**src/rtl/shared_reg_arbiter.sv**
```systemverilog
// Shared register with round-robin write arbitration and a clear path.
// A four-state FSM (IDLE, GRANT, DONE, CLEAR) owns the register. Every
// output is registered, so each output changes only on a rising clk edge.
module shared_reg_arbiter #(
  parameter int N_REQ = 4,
  parameter int WIDTH = 8
) (
  input  logic                     clk,
  input  logic                     clear_n,
  input  logic [N_REQ-1:0]         req,
  input  logic [N_REQ*WIDTH-1:0]   wdata,
  input  logic                     clr_req,
  output logic [N_REQ-1:0]         gnt,
  output logic [WIDTH-1:0]         q,
  output logic [WIDTH-1:0]         qbar,
  output logic                     busy,
  output logic                     wr_done,
  output logic                     clr_ack
);

  localparam int PTR_W = (N_REQ > 1) ? $clog2(N_REQ) : 1;

  typedef enum logic [1:0] {
    IDLE  = 2'd0,
    GRANT = 2'd1,
    DONE  = 2'd2,
    CLEAR = 2'd3
  } state_t;

  state_t             state, state_nxt;
  logic [PTR_W-1:0]   ptr, ptr_nxt;
  logic [PTR_W-1:0]   win, win_nxt;
  logic [N_REQ-1:0]   gnt_nxt;
  logic [WIDTH-1:0]   q_nxt, qbar_nxt;
  logic               busy_nxt, wr_done_nxt, clr_ack_nxt;

  logic               rr_found;
  logic [PTR_W-1:0]   rr_win;
  logic [PTR_W-1:0]   rr_cand;
  int                 rr_idx;
  logic [WIDTH-1:0]   win_data;

  // Advance the round-robin pointer one past the last winner, wrapping at N_REQ.
  function automatic logic [PTR_W-1:0] ptr_inc(input logic [PTR_W-1:0] p);
    if (p == PTR_W'(N_REQ - 1)) begin
      return '0;
    end
    return p + PTR_W'(1);
  endfunction

  // Round-robin search: first set req bit starting at ptr, upward modulo N_REQ.
  always_comb begin
    rr_found = 1'b0;
    rr_win   = '0;
    rr_idx   = 0;
    rr_cand  = '0;
    for (int i = 0; i < N_REQ; i++) begin
      rr_idx  = (int'(ptr) + i) % N_REQ;
      rr_cand = PTR_W'(rr_idx);
      if (!rr_found && req[rr_cand]) begin
        rr_found = 1'b1;
        rr_win   = rr_cand;
      end
    end
  end

  // Select the latched winner's data slice; the winner is fixed for the whole write.
  always_comb begin
    win_data = '0;
    for (int i = 0; i < N_REQ; i++) begin
      if (win == PTR_W'(i)) begin
        win_data = wdata[i*WIDTH +: WIDTH];
      end
    end
  end

  // Next-state and next-output logic; outputs default to idle pulses and held data.
  always_comb begin
    state_nxt   = state;
    ptr_nxt     = ptr;
    win_nxt     = win;
    gnt_nxt     = '0;
    q_nxt       = q;
    qbar_nxt    = qbar;
    wr_done_nxt = 1'b0;
    clr_ack_nxt = 1'b0;
    case (state)
      IDLE: begin
        if (clr_req) begin
          // Clear wins over any pending write.
          state_nxt = CLEAR;
        end else if (rr_found) begin
          state_nxt        = GRANT;
          win_nxt          = rr_win;
          gnt_nxt[rr_win]  = 1'b1;
        end
      end
      GRANT: begin
        // req is not looked at here: a winner that drops req still completes.
        q_nxt       = win_data;
        qbar_nxt    = ~win_data;
        wr_done_nxt = 1'b1;
        state_nxt   = DONE;
      end
      DONE: begin
        ptr_nxt   = ptr_inc(win);
        state_nxt = IDLE;
      end
      CLEAR: begin
        q_nxt       = '0;
        qbar_nxt    = '1;
        clr_ack_nxt = 1'b1;
        state_nxt   = IDLE;
      end
      default: begin
        state_nxt = IDLE;
      end
    endcase
    busy_nxt = (state_nxt != IDLE);
  end

  // State and registered outputs; synchronous active-low reset overrides everything.
  always_ff @(posedge clk) begin
    if (!clear_n) begin
      state   <= IDLE;
      ptr     <= '0;
      win     <= '0;
      gnt     <= '0;
      q       <= '0;
      qbar    <= '1;
      busy    <= 1'b0;
      wr_done <= 1'b0;
      clr_ack <= 1'b0;
    end else begin
      state   <= state_nxt;
      ptr     <= ptr_nxt;
      win     <= win_nxt;
      gnt     <= gnt_nxt;
      q       <= q_nxt;
      qbar    <= qbar_nxt;
      busy    <= busy_nxt;
      wr_done <= wr_done_nxt;
      clr_ack <= clr_ack_nxt;
    end
  end

endmodule

```
**config.mk**
```make
export PLATFORM = sky130hd
export DESIGN_NAME = shared_reg_arbiter
export DESIGN_NICKNAME = d
export VERILOG_FILES = /design/src/rtl/shared_reg_arbiter.sv
export SDC_FILE = /design/constraint.sdc
export NUM_CORES = 1
export LEC_CHECK = 0
export BUFFER_PORTS_ARGS = -buffer_cell sky130_fd_sc_hd__buf_4
export CAP_MARGIN = 10
export CORE_AREA = 2 2 60 90
export CTS_CLUSTER_SIZE = 28
export DETAILED_ROUTE_END_ITERATION = 8
export DIE_AREA = 0 0 62 92
export GPL_TIMING_DRIVEN = 1
export HOLD_SLACK_MARGIN = 0.08
export PLACE_DENSITY_LB_ADDON = 0.08
export RECOVER_POWER = 25
export SYNTH_ARGS = -nofsm -noshare
export SYNTH_HDL_FRONTEND = slang
export SYNTH_SLANG_ARGS = --single-unit
```
**constraint.sdc**
```tcl
create_clock -name clk -period 3.9 [get_ports clk]
set_clock_uncertainty 0.2 [all_clocks]
set_input_delay 0.39 -clock clk [delete_from_list [all_inputs] [get_ports clk]]
set_output_delay 0.39 -clock clk [all_outputs]
set_load 0.02 [all_outputs]
```
==> results.tsv <==
stage	metric	value	unit
outcome	run_status	completed	
power	vdd_ir_drop_max	0.000236	V
timing	worst_slack	1.92	ns
synthesis	synth_seq_area_share	0.409	
power	power_frac_comb	0.205	
cts	postCtsResizedCells	0	
layout	final_layout_size_suffix_gt1_frac	0.294	
power	clock_power_share	0.384	
synthesis	count_of_flip_flops_with_a_built_in_enable_after_synthesis	0	
synthesis	mappedNetlistNets	203	
floorplanning	io_pins	62	
floorplanning	floorplan.die.width	62	µm
drt	route.detailed.drc	0	
floorplanning	die_outline_height	92	µm
drt	drt-wirelength-per-cell	14.9	µm
worst_setup_path	r2r_start	state[0]	
synthesis	synth_top_family_by_area	compound AO/OA/AOI/OAI gates	
cts	htree_levels	2	
placement	detailed_place_hpwl	3350	µm
worst_setup_path	reg2reg_to	qbar[5]	
timing	setup_total_negative_slack	0	ns
drt	totalWireLength	4300	µm
hold_path	hold_path.class	in -> reg	
placement	finalWeightedCongestion	0.773	
worst_setup_path	setup.worst_path.end_class	flip-flop	
placement	pre_cts_ws	1.87	ns
drt	detailroute.via_count	1383	
drt	postRouteAntennaNets	0	
worst_setup_path	crit_fanout	23	
worst_setup_path	setup.worst_path.start	state[0]	
layout	synthToLayoutAreaGrowth	39.9	%
synthesis	yosysMostFrequentCell	dfxtp_1	
placement	count_of_input_and_output_buffers	61	
global_routing	grt_start_max_net_pins	24	
drt	vias_per_cell	4.79	
synthesis	synthXorXnorAreaFrac	0	
global_routing	gr-usage-all-layers	0.159	
floorplanning	initial_core_util	0.284	
power	power.share.switching	0.264	
global_routing	grt_overflow_total	0	
flow_run	cap_viol_max_count	0	
cts	tritoncts	done	
cts	clkLatencyLatePin	0.27	ns
drt	detail_route.iter0.violations	64	
power	power_report.internal_total	0.611	mW
timing	final-hold-violation-count	0	
synthesis	syn-mean-instance-area	8.88	µm²
worst_setup_path	setup.worst_path.start_class	flip-flop	
global_routing	grt_pass1_wl	6640	µm
worst_setup_path	worst-r2r-setup-slack	1.92	ns
synthesis	synthAdderAreaFrac	0.0352	
synthesis	synth.yosys.warnings	0	
worst_setup_path	reg2reg_depth	4	
synthesis	yosys-top-cells-count	29 x dfxtp_1, 16 x nor2_1, 11 x a21oi_1	
drt	drt_pass1_iterations	4	
timing	min_period_over_period	0.508	
cts	cts_made_buffers	5	
global_routing	initial_antenna_violation_count	0	
synthesis	synthesis_stage_register_bit_count	29	
floorplanning	row_count	32	
power	leakage	0.828	nW
synthesis	synth_compound_area_frac	0.247	
timing	maxSlewHeadroom	0.454	
timing	fmax	505	MHz
cts	clk_transition_reported_paths	0.06	ns
synthesis	yosys.area.top_type_share	0.409	
placement	post-place-cells	281	
cts	post_cts.repair.setup_buffers	0	
timing	tightestPinTransition	0.817	ns
synthesis	post_synthesis_async_set_or_reset_flop_share	0	
layout	antenna_cells_inserted	0	
synthesis	synth_cell_type_count	40	
worst_setup_path	critical_path.endpoint	qbar[5]	
timing	report.final.slew_viol_count	0	
synthesis	synthSimpleGateAreaFrac	0.246	
layout	fin_nets	263	
power	switching_power	0.220	mW
floorplanning	die_area	5700	µm²
cts	cts_hold_buf	0	
synthesis	synth_area_leaders	dfxtp_1 41%, a21o_1 4.2%, nor2_1 4.2%	
synthesis	yosys-mux-area-fraction	0.0141	
synthesis	postSynthCellCount	160	
cts	cts.path.max_buffers	2	
worst_setup_path	crit_arrival	1.94	ns
power	cellPowerDensity	418	nW/µm²
layout	post_layout_nonfiller_instances	289	
timing	grt_setup_unrepaired	false	
worst_setup_path	worst-setup-path-type	reg -> reg	
cts	clk_root_buffer_cell	clkbuf_8	
synthesis	netlist_area	1420	µm²
power	power.sequential.fraction	0.410	
timing	finalCriticalPeriod	1.98	ns
worst_setup_path	required_time_of_the_critical_path	3.86	ns
timing	setup_violations	0	
layout	layout.filler_cells	548	
global_routing	grt_pass1_vias	1440	
floorplanning	core_region_area	5000	µm²
synthesis	yosys.area.top_type	dfxtp_1	
synthesis	ys_dominant_reg_cell	dfxtp_1	
cts	numClockSinks	29	
flip-flops by register name, summed over array words and instances, names as in the netlist, 2 cells and up:
| name | count |
|---|---|
| win | 2 |
| q | 8 |
| qbar | 8 |
| ptr | 2 |
| state | 2 |
| gnt | 4 |
how the worst min path moves through the flow:
stage / cells past startpoint / endpoint / start
after floorplan: 2 / ptr[0] / ptr[0]
after global placement: 1 / qbar[6] / qbar[6]
after detailed placement: 1 / qbar[4] / qbar[4]
after CTS: 3 / state[1] / clr_req
after global routing: 2 / qbar[0] / clear_n
final: 2 / qbar[0] / clear_n
power by group through the flow:
stage	registers (mW)	clock network [mW]	logic [mW]
finish	0.341	0.319	0.171
global route	0.344	0.338	0.187
CTS	0.342	0.329	0.181
detailed placement	0.348	0	0.180
global placement	0.347	0	0.179
floorplan	0.359	0	0.0871
layout by cell type (no fill, tap or decap), types with 3 or more instances in the layout:
cell type,n
nor3_1,3
dfxtp_1,29
o21ai_1,7
buf_4,48
clkbuf_8,6
o21a_1,6
nand2_1,9
nand2b_1,5
a21o_1,8
nor2b_1,7
nand3b_1,6
nor2_1,16
clkbuf_1,14
a21oi_1,11
ha_1,4
inv_1,6
a31oi_1,4
worst max-delay path, stage by stage (launching register included):
cell	delay, ns
dfxtp_1	0.85
and2b_1	0.31
o21ai_0	0.11
a21oi_1	0.27
o21ai_1	0.12
cells by family (layout without fill, tap and decap cells):
logic type / after synthesis / count (layout)
fa+ha+maj: 4 / 4
mux: 2 / 2
flops: 29 / 29
compound gates: 51 / 51
buf+inv: 15 / 76
simple gates: 59 / 59
routing by layer:
metal	GRT usage	part of all wire	wire length (µm)	up-vias
met2	0.297	0.57	2430	45
li1	-	-	-	683
met1	0.161	0.36	1560	650
met4	0.0532	0.013	55	0
met5	0	0	0	-
met3	0.0367	0.057	244	5
through the flow:
stage	util	power (mW)	hold WS, ns	instance area [µm²]
finish	0.397	0.830	0.180	1990
global route	0.397	0.870	0.186	1990
CTS	0.407	0.852	0.168	2040
detailed placement	0.384	0.528	0.244	1920
global placement	0.384	0.526	0.248	1920
floorplan	-	0.446	0.267	1420
layout make-up:
class	instances	area, µm²	share of cell area
flip-flops and latches	29	581	0.292
inverters	7	26.3	0.0132
multi-input cells	116	769	0.387
repair buffers	61	409	0.206
clock inverters	1	30.0	0.0151
well taps	68	85.1	0.0428
clock buffers	7	86.3	0.0435
Note: power is estimated with default switching activity, not from simulation.
